`src/rtl/piso_pkg.sv`:
```
// Shared definitions for the PISO serial transmitter: FSM state encoding
// and a constant-evaluable ceil(log2) helper for counter sizing.
package piso_pkg;

  typedef enum logic {
    ST_IDLE  = 1'b0,
    ST_SHIFT = 1'b1
  } state_t;

  // Smallest r with (1 << r) >= v; usable in localparam expressions.
  function automatic int clog2(input int v);
    int r;
    r = 0;
    for (int i = 0; i < 31; i++) begin
      if ((1 << i) < v) r = i + 1;
    end
    return r;
  endfunction

endpackage

```
`src/rtl/piso_bit_counter.sv`:
```
// Modulo-FLEN frame bit counter with synchronous clear and terminal flag.
// last marks the final bit of a frame; it gates done_tick and the
// back-to-back load window in the transmitter.
module piso_bit_counter #(
  parameter int FLEN = 8,
  parameter int CW   = 4
) (
  input  logic clk,
  input  logic reset,
  input  logic clr,
  input  logic en,
  output logic last
);

  logic [CW-1:0] cnt;

  assign last = (cnt == CW'(FLEN - 1));

  // Clear on reset or new-word accept, otherwise count frame bits and wrap.
  always_ff @(posedge clk) begin
    if (reset || clr) cnt <= '0;
    else if (en)      cnt <= last ? '0 : cnt + CW'(1);
  end

endmodule

```
`src/rtl/piso_shift_tx.sv`:
```
// Parallel-in/serial-out transmitter. Accepts a word on a valid/ready
// handshake and emits it one bit per clk on sout, first bit one cycle after
// accept. A new word may be accepted on the last bit for gapless streaming.
// Optional macro PISO_TX_PARITY_EN appends an even-parity bit to each frame;
// the parity bit rides in an extra shift-register stage so the shifter emits
// it after the data with no special casing.
module piso_shift_tx
  import piso_pkg::*;
#(
  parameter int WIDTH     = 8,
  parameter bit MSB_FIRST = 1'b1
) (
  input  logic             clk,
  input  logic             reset,
  input  logic             load_valid,
  output logic             load_ready,
  input  logic [WIDTH-1:0] load_data,
  output logic             sout,
  output logic             sout_valid,
  output logic             done_tick
);

`ifdef PISO_TX_PARITY_EN
  localparam int FLEN = WIDTH + 1;
`else
  localparam int FLEN = WIDTH;
`endif
  localparam int CW  = clog2(WIDTH + 1);
  localparam int TXB = MSB_FIRST ? FLEN - 1 : 0;

  state_t          state, state_nxt;
  logic [FLEN-1:0] shreg;
  logic [FLEN-1:0] frame;
  logic            last;
  logic            accept;

  assign accept = load_valid & load_ready;

  // Assemble the outgoing frame so the transmit end holds the first bit.
  always_comb begin
`ifdef PISO_TX_PARITY_EN
    frame = MSB_FIRST ? {load_data, ^load_data} : {^load_data, load_data};
`else
    frame = load_data;
`endif
  end

  piso_bit_counter #(
    .FLEN (FLEN),
    .CW   (CW)
  ) u_cnt (
    .clk   (clk),
    .reset (reset),
    .clr   (accept),
    .en    (state == ST_SHIFT),
    .last  (last)
  );

  // State register.
  always_ff @(posedge clk) begin
    if (reset) state <= ST_IDLE;
    else       state <= state_nxt;
  end

  // Next state, load window and end-of-frame pulse.
  always_comb begin
    state_nxt  = state;
    load_ready = 1'b0;
    done_tick  = 1'b0;
    case (state)
      ST_IDLE: begin
        load_ready = 1'b1;
        if (load_valid) state_nxt = ST_SHIFT;
      end
      ST_SHIFT: begin
        load_ready = last;
        done_tick  = last;
        if (last && !load_valid) state_nxt = ST_IDLE;
      end
      default: state_nxt = ST_IDLE;
    endcase
  end

  // Shift register and registered serial outputs; zero fill behind the data.
  always_ff @(posedge clk) begin
    if (reset) begin
      shreg      <= '0;
      sout       <= 1'b0;
      sout_valid <= 1'b0;
    end else if (accept) begin
      sout       <= frame[TXB];
      sout_valid <= 1'b1;
      shreg      <= MSB_FIRST ? {frame[FLEN-2:0], 1'b0} : {1'b0, frame[FLEN-1:1]};
    end else if (state == ST_SHIFT && !last) begin
      sout       <= shreg[TXB];
      sout_valid <= 1'b1;
      shreg      <= MSB_FIRST ? {shreg[FLEN-2:0], 1'b0} : {1'b0, shreg[FLEN-1:1]};
    end else begin
      sout       <= 1'b0;
      sout_valid <= 1'b0;
    end
  end

endmodule
```
`config.mk`:
```
export PLATFORM = sky130hd
export DESIGN_NAME = piso_shift_tx
export DESIGN_NICKNAME = d
export VERILOG_FILES = /design/src/rtl/piso_pkg.sv /design/src/rtl/piso_bit_counter.sv /design/src/rtl/piso_shift_tx.sv
export SDC_FILE = /design/constraint.sdc
export NUM_CORES = 1
export LEC_CHECK = 0
export CORE_MARGIN = 2
export CORE_UTILIZATION = 46
export CTS_CLUSTER_DIAMETER = 200
export CTS_CLUSTER_SIZE = 20
export DETAILED_ROUTE_END_ITERATION = 7
export MAX_ROUTING_LAYER = met4
export PLACE_DENSITY = 0.78
export SYNTH_ARGS = -nofsm -noshare
export SYNTH_HDL_FRONTEND = slang
export SYNTH_SLANG_ARGS = --single-unit
```
`constraint.sdc`:
```
create_clock -name clk -period 1.7 [get_ports clk]
set_input_delay 0.34 -clock clk [delete_from_list [all_inputs] [get_ports clk]]
set_output_delay 0.34 -clock clk [all_outputs]
set_load 0.05 [all_outputs]
```
* After elaboration in Yosys (flattened, before gate mapping) *
Cells that the tools add are included.

operators by class
  add/sub/neg operators = 1
  equality and inequality tests = 1
  mux-type cells = 12
  bitwise operators = 2
  reduce and logical (&&, ||, !) cells = 6

operator list
  cell                                                             count
  8-bit two-way mux                                                2
  1-bit two-way mux                                                7
  4-bit by 1-bit adder with 4-bit output, second input constant    1
  4-bit by 3-bit == test with 1-bit output, second input constant  1
  4-bit two-way mux                                                1
  1-bit case mux with 2 select lines                               2
  1-bit logical AND                                                2
  1-bit logical NOT                                                2
  2-bit nonzero test                                               1
  1-bit AND                                                        1
  1-bit logical OR                                                 1
  1-bit NOT                                                        1

storage, ports and cells
  register bits after elaboration = 14
  bits of input ports = 11
  output and inout port bits = 4
  word-level logic and storage cells = 27

* Longest topological paths before layout *
Gate-level depths: netlist (run 1).

  depth in word-level cells = 5
  mapped depth = 5
  mapped depth without buffers = 4

* Modules after synthesis *
A second synthesis (run 1) with hierarchy kept.

unflattened totals
  cells, all modules = 63
  area, all modules = 651.9 um^2

by module, submodules not included
  module            instances  cells an instance  area each (um^2)  seq. area each (um^2)
  piso_shift_tx     1          43                 465.4             200.2
  piso_bit_counter  1          20                 186.4             80.1

* Worst setup path after synthesis (run 1) *
Ideal clock, no wire load.

  path kind = reg2out
  start point = register u_cnt.cnt[0]
  end point = output port done_tick
  data arrival time = 1.395 ns
  data required time = 1.360 ns
  path slack = -0.035 ns
  stages on the path, launching flop included = 4
  path buffers = 0
  cell sequence = dfxtp_1 > ha_1 > nand3b_1 > nor2_1

on the way
  cells in the longest elaborated chain, start to end = 2

ends and longest elaborated chain
  item                                      line                    text
  from (decl)                               piso_bit_counter.sv:15  logic [CW-1:0] cnt;
  from (signal assigned)                    piso_bit_counter.sv:22  else if (en) cnt <= last ? '0 : cnt + CW'(1);
  4-bit by 3-bit == test with 1-bit output  piso_bit_counter.sv:17  assign last = (cnt == CW'(FLEN - 1));
  1-bit two-way mux                         piso_shift_tx.sv:70     case (state)
  to (decl)                                 piso_shift_tx.sv:20     output logic done_tick

No other way between the ends.

* Worst setup path after layout (run 1) *
Same ends and word-level chain as after synthesis.

==> impl_summary.txt, run 1 <==
----------------------------------------------------
[Run status]
  Outcome ... completed

[Detailed routing]
  Drt drc ... 0
  Wire length reported by the detailed router ... 1.325 mm
  Routed Antenna Nets ... 0
  Number of detailed-route iterations in the first pass ... 2
  Vias post-DR ... 546
  Iteration-0 DRC Markers ... 2
  Mean routed wirelength per cell ... 13.12 um
  Vias per Instance ... 5.406

[Timing]
  Worst setup skew after layout ... 6.658 ps
  RSZ-0062 raised after global routing ... true
  Measured slew at the worst slew-check pin ... 311.5 ps
  Number of hold violations in the final report ... 0
  Fmax ... 0.5960 GHz
  Final count of pins violating max slew ... 0
  Final worst-path cycle share ... 0.9870
  Final number of setup-violating endpoints ... 0
  Tightest slew margin relative to the limit ... 0.7921
  Clock period minus final worst setup slack ... 1678 ps

[Global routing]
  Number of global-route vias before repair ... 542
  Global-route wire length before repair ... 2.152 mm
  Maximum number of pins on one net before global-route repair ... 14
  Overall overflow remaining after global route ... 0
  Global-route total usage across every layer ... 0.2057
  Initial antenna violation count ... 0

[Floorplanning]
  Die outline width ... 41.14 um
  Ports placed on the boundary ... 15
  Standard-cell row count ... 13
  Height of the chip ... 41.14 um
  Area inside the core boundary ... 1301 sq um
  Initial standard-cell utilization of the core ... 0.4875
  Die outline area ... 1692 sq um

[Synth]
  Number of instances in the synthesized netlist ... 65
  XOR/XNOR share of the synthesized area ... 0.01381
  Register bit total from synthesis ... 14
  Commonest register cell after synthesis ... sky130_fd_sc_hd__dfxtp_1
  Ys async rst share ... 0
  Cell area after synthesis ... 634.4 sq um
  Part of the Yosys area used for sequential elements ... 0.4418
  Biggest area contributors in the synthesized netlist ... sky130_fd_sc_hd__dfxtp_1 (44%), sky130_fd_sc_hd__mux2i_1 (11%), sky130_fd_sc_hd__a211oi_1 (9.5%), sky130_fd_sc_hd__nor3_1 (4.7%), sky130_fd_sc_hd__nor2_1 (3.0%)
  Share of synthesized area spent on multiplexers ... 0.1105
  Main combinational cell family by area after synthesis ... compound AO/OA/AOI/OAI gates
  Net count of the mapped netlist ... 77
  Yosys cell types ... 24
  Portion of synthesized cell area occupied by the leading cell type ... 0.4418
  Share of synthesized cell area in full adder, half adder and majority cells ... 0.01972
  Warnings, synthesis ... 0
  Most frequent cells after synthesis ... sky130_fd_sc_hd__dfxtp_1 (14), sky130_fd_sc_hd__a211oi_1 (8), sky130_fd_sc_hd__mux2i_1 (7), sky130_fd_sc_hd__nor3_1 (6), sky130_fd_sc_hd__nor2_1 (5)
  Complex-gate fraction of the synthesized area ... 0.1795
  Most area-hungry cell type in the Yosys netlist ... sky130_fd_sc_hd__dfxtp_1
  Mean instance size in the synthesized netlist ... 9.759 sq um
  Simple-Gate Fraction of Synth Area ... 0.1775
  Number of enable-type register cells in the synthesized netlist ... 0
  Most frequent cell after synthesis ... sky130_fd_sc_hd__dfxtp_1

[Layout]
  Final-layout fill cell count ... 112
  Number of nets at the end of the flow ... 99
  Diode insertion count for antenna repair ... 0
  Area overhead of the layout relative to synthesis ... 40.63%
  Share of layout cells above drive strength 1 ... 0.2674
  Final Instance Area ... 892.1 sq um

[Clocking]
  CTS tree ... yes
  Cell at the root of the clock tree ... sky130_fd_sc_hd__clkbuf_4
  Level count of the clock H-tree ... 1
  Clk Latency, worst-skew pair ... 280 ps
  Number of clock buffers inserted by TritonCTS ... 3
  Clock slew seen by the registers of the worst setup and hold paths ... 90 ps
  Clock Sink Count ... 14
  Buffer levels on the longest clock path ... 2

[Job]
  Number of max-cap violations ... 0

[Power]
  Power per standard cell area ... 825.0 nW/um^2
  Worst-case vdd ir drop ... 0.0005063 V
  Sum of internal, switching and leakage power ... 736.0 uW
  Reported leakage power ... 0.3655 nW

[Worst setup path]
  Largest fanout of any net on the critical path ... 4
  Critical Path End Type ... output pin
  Arrival time worst endpoint ... 1340 ps
  Data required time of the critical path ... 1360 ps
  Critical setup path kind ... flip-flop to output pin
  Sort of element at the start of the critical path ... flip-flop

[Placement]
  Routability-driven placement congestion ratio ... 0.7114
  Placed Area ... 815.8 sq um
  Buffers added on ports ... 14
  Half-perimeter wire length of the detailed placement result ... 920.1 um

[Hold path]
  Hold Path Class ... flip-flop to flip-flop

----------------------------------------------------
==> worst paths after layout <==
check	slack, ps	depth (start not counted)	endpoint	start
setup / recovery	20	4	done_tick	u_cnt.cnt[0]
hold / removal	490	2	sout	shreg[7]
setup reg to reg	390	5	shreg[3]	u_cnt.cnt[1]
hold reg to reg	490	2	sout	shreg[7]
==> registers in the layout, indices dropped and copies added, names as in the netlist <==
signal / flops
sout: 1
sout_valid: 1
state: 1
shreg: 7
u_cnt.cnt: 4
==> power breakdown <==
group	internal, mW	leakage [nW]	switching [mW]
clock network	0.130	0.0210	0.114
logic	0.0665	0.228	0.0610
registers	0.349	0.116	0.0146
total	0.546	0.366	0.190
==> cells in the final DEF, fill, tap and decap left out <==
cell type	netlist	final
sky130_fd_sc_hd__a211oi_1	8	8
sky130_fd_sc_hd__a21oi_1	3	3
sky130_fd_sc_hd__a221oi_2	1	1
sky130_fd_sc_hd__a31o_1	1	1
sky130_fd_sc_hd__and3b_1	1	1
sky130_fd_sc_hd__buf_12	0	2
sky130_fd_sc_hd__buf_4	1	10
sky130_fd_sc_hd__clkbuf_4	0	3
sky130_fd_sc_hd__clkbuf_8	0	1
sky130_fd_sc_hd__clkdlybuf4s50_1	0	10
sky130_fd_sc_hd__dfxtp_1	14	12
sky130_fd_sc_hd__dfxtp_2	0	2
sky130_fd_sc_hd__ha_4	0	1
sky130_fd_sc_hd__inv_1	1	1
sky130_fd_sc_hd__mux2i_1	7	7
sky130_fd_sc_hd__nand2_1	3	2
sky130_fd_sc_hd__nand2_2	0	1
sky130_fd_sc_hd__nand3_1	2	2
sky130_fd_sc_hd__nand3b_1	1	1
sky130_fd_sc_hd__nand4_2	1	1
sky130_fd_sc_hd__nor2_1	5	4
sky130_fd_sc_hd__nor2_2	0	1
sky130_fd_sc_hd__nor3_1	6	6
sky130_fd_sc_hd__nor3b_1	1	1
sky130_fd_sc_hd__o211ai_1	1	1
sky130_fd_sc_hd__o31ai_1	1	1
sky130_fd_sc_hd__or3_1	1	1
sky130_fd_sc_hd__xor2_1	1	1
==> stage by stage <==
step                      utilization  setup WS [ps]  setup TNS (ps)  hold slack [ps]  cells
after floorplan                     -          136.5               0            406.2     65
after global placement         0.6269          254.8               0            490.6     94
after detailed placement       0.6269          231.4               0            479.0     94
after CTS                      0.6856          37.23               0            496.3    101
after global routing           0.6856         -34.47          -34.47            533.9    101
final                          0.6856          22.08               0            494.5    101
==> area by class of cell <==
type | instances | area (sq um) | share of cell area
multi-input combinational | 45 | 335.3 | 0.3759
sequential | 14 | 282.8 | 0.3170
timing repair buffer | 22 | 215.2 | 0.2412
clock buffer | 4 | 36.28 | 0.04067
tap | 15 | 18.77 | 0.02104
inverter | 1 | 3.754 | 0.004208
==> critical path: stages, from the launching register on <==
cell	delay, ps
sky130_fd_sc_hd__dfxtp_2	360
sky130_fd_sc_hd__ha_4	150
sky130_fd_sc_hd__nand3b_1	190
sky130_fd_sc_hd__nor2_2	200
sky130_fd_sc_hd__buf_12	150
==> routing by layer <==
layer	share of wire	routed length [um]	GRT usage
met1	0.49	643	0.2418
met2	0.46	607	0.3281
met3	0.043	57	0.04891
met4	0.013	17	0.09677
met5	0	0	-
==> cells by family (layout without fill, tap and decap cells) <==
logic type | after synthesis | in the layout
adder cells (fa/ha/maj) | 1 | 1
multiplexers | 7 | 7
XOR/XNOR | 1 | 1
AO/OA/AOI/OAI | 15 | 15
buffers and inverters | 6 | 27
AND/OR/NAND/NOR | 21 | 21
flip-flops | 14 | 14
==> repair_timing <==
item,in CTS,in global routing
gates resized for setup,5,0
hold buffers,0,0
endpoints found under the setup margin,2,1
pin swaps,1,1
gates cloned,0,0
setup buffers,3,0
Note: power is estimated with default switching activity, not from simulation.
==> run 2: changes to the inputs <==
- CORE_MARGIN: 2 -> 5
==> run 2 against run 1 <==
Sequential power about the same; register-to-register slack worse by 180 ps; count of clock-buffer cells in the layout unchanged; non-clock buffer count up 3; first-iteration DRC count grew to 6.0 times the previous value.
==> impl_summary.txt, run 2 (synthesis gave the netlist of run 1 again) <==
----------------------------------------------------
[Detailed routing]
  Number of detailed-route iterations in the first pass ... 4
  Iteration-0 DRC Markers ... 12
  Uppermost layer routed ... met4
  Vias post-DR ... 591
  Vias per Instance ... 5.683
  Length of routed wiring on met1 ... 646 um
  Met2 Routed Length ... 680 um
  Met3 Routed Length ... 104 um
  Mean routed wirelength per cell ... 13.84 um
  Routed Antenna Nets ... 0
  Wire length reported by the detailed router ... 1.439 mm
  Drt drc ... 0

[Power]
  Reported leakage power ... 0.3807 nW
  Worst-case vdd ir drop ... 0.0006080 V
  Power per standard cell area ... 798.7 nW/um^2

[Timing]
  Clock period minus final worst setup slack ... 1630 ps
  Fmax ... 0.6134 GHz
  Final number of setup-violating endpoints ... 0
  Number of hold violations in the final report ... 0
  Tightest slew margin relative to the limit ... 0.7823
  Worst hold slack across all endpoints ... 493.3 ps
  Measured slew at the worst slew-check pin ... 326.1 ps
  RSZ-0062 raised after global routing ... true
  Final worst-path cycle share ... 0.9590
  Worst setup skew after layout ... 3.628 ps
  Final count of pins violating max slew ... 0

[Placement]
  Placed Area ... 815.8 sq um
  Half-perimeter wire length of the detailed placement result ... 984.3 um
  Routability-driven placement congestion ratio ... 0.7017
  DP Cell Count ... 94
  Buffers added on ports ... 14

[Layout]
  Largest regs ... shreg x7, u_cnt.cnt x4
  Fin util ... 0.7048
  Most common library cell in the layout ignoring fill and taps ... sky130_fd_sc_hd__buf_4
  Area overhead of the layout relative to synthesis ... 44.58%
  Share of layout cells above drive strength 1 ... 0.2921
  Final-layout fill cell count ... 100
  Final Instance Area ... 917.1 sq um
  Diode insertion count for antenna repair ... 0
  Flip-flop count of the largest register after layout ... 7
  Seq. cell area ... 285.3 sq um
  Final Instance Count excl. Fillers ... 104
  Area taken by multi-input logic gates ... 335.3 sq um
  Top register by number of flip-flops ... shreg
  Number of nets at the end of the flow ... 102
  Top library cells by usage in the layout, fill and taps aside ... sky130_fd_sc_hd__buf_4 (13), sky130_fd_sc_hd__dfxtp_1 (12), sky130_fd_sc_hd__clkdlybuf4s50_1 (10), sky130_fd_sc_hd__a211oi_1 (8), sky130_fd_sc_hd__mux2i_1 (7)

[Run status]
  Outcome ... completed

[Global routing]
  Initial antenna violation count ... 0
  Number of global-route vias before repair ... 563
  Global-route wire length before repair ... 2.415 mm
  Global-route total usage across every layer ... 0.1578
  Overall overflow remaining after global route ... 0
  Maximum number of pins on one net before global-route repair ... 14

[Clocking]
  Level count of the clock H-tree ... 1
  Clk Latency, worst-skew pair ... 280 ps
  Cell at the root of the clock tree ... sky130_fd_sc_hd__clkbuf_4
  Number of clock buffers inserted by TritonCTS ... 3
  Buffer levels on the longest clock path ... 2
  Clock slew seen by the registers of the worst setup and hold paths ... 90 ps
  Clock Sink Count ... 14
  CTS tree ... yes

[Worst setup path]
  Sort of element at the start of the critical path ... flip-flop
  Critical Path End Type ... output pin
  Data required time of the critical path ... 1360 ps
  Largest fanout of any net on the critical path ... 4
  Ordered list of cells on the worst path ... ha_4 -> nand3b_1 -> nor2_2 -> buf_12
  Critical setup path kind ... flip-flop to output pin
  Slowest CP cell ... sky130_fd_sc_hd__dfxtp_4
  Largest stage delay, worst path ... 380 ps
  Arrival time worst endpoint ... 1290 ps

[Job]
  Number of max-cap violations ... 0

[Floorplanning]
  Ports placed on the boundary ... 15
  Die outline width ... 47.14 um
  Die outline area ... 2222 sq um
  Height of the chip ... 47.14 um
  Standard-cell row count ... 13
  Area inside the core boundary ... 1301 sq um
  Initial standard-cell utilization of the core ... 0.4875

[Hold path]
  Hold Path Class ... flip-flop to flip-flop

----------------------------------------------------
run 2: per-stage QoR:
step | total power [mW] | setup TNS (ps) | worst slack [ps]
floorplan | 0.4384 | 0 | 136.5
global placement | 0.4907 | 0 | 250.8
detailed placement | 0.4935 | 0 | 214.7
CTS | 0.7365 | 0 | 30.92
global route | 0.7630 | -17.94 | -17.94
finish | 0.7325 | 0 | 69.66
run 2: power by group:
group | switching (mW) | internal, mW
clock network | 0.108 | 0.130
logic | 0.0632 | 0.0677
registers | 0.0150 | 0.348
total | 0.187 | 0.546
run 2: worst paths after layout:
check | from | end | slack, ps | cells past startpoint
min | shreg[7] | sout | 490 | 2
max reg2reg | u_cnt.cnt[1] | u_cnt.cnt[1] | 210 | 6
min reg2reg | shreg[7] | sout | 490 | 2
max | u_cnt.cnt[1] | done_tick | 70 | 4
run 2: metal layers:
metal  vias up  GRT usage
li1        293          -
met3         2    0.03448
met4         0    0.06630
met2        23     0.2547
met1       273     0.1879
met5         -          -
run 2: final cells by class:
| type | instances | area share |
|---|---|---|
| Timing Repair Buffer | 25 | 0.2592 |
| Tap cell | 15 | 0.02046 |
| Multi-Input combinational cell | 45 | 0.3656 |
| Clock buffer | 4 | 0.03956 |
| Sequential cell | 14 | 0.3111 |
| Inverter | 1 | 0.004093 |
run 2: what timing repair did:
item | 4_1_cts | 5_1_grt
pin swaps | 1 | 2
setup buffers | 3 | 3
cloned | 0 | 0
setup endpoints to repair | 2 | 1
gates resized for setup | 5 | 1
hold buffers | 0 | 0
run 2: critical path, delay by kind of cell, from the launching register on:
family	cells	cell delay (ps)
simple gates	2	340
fa+ha+maj	1	140
flops	1	380
buf+inv	1	150
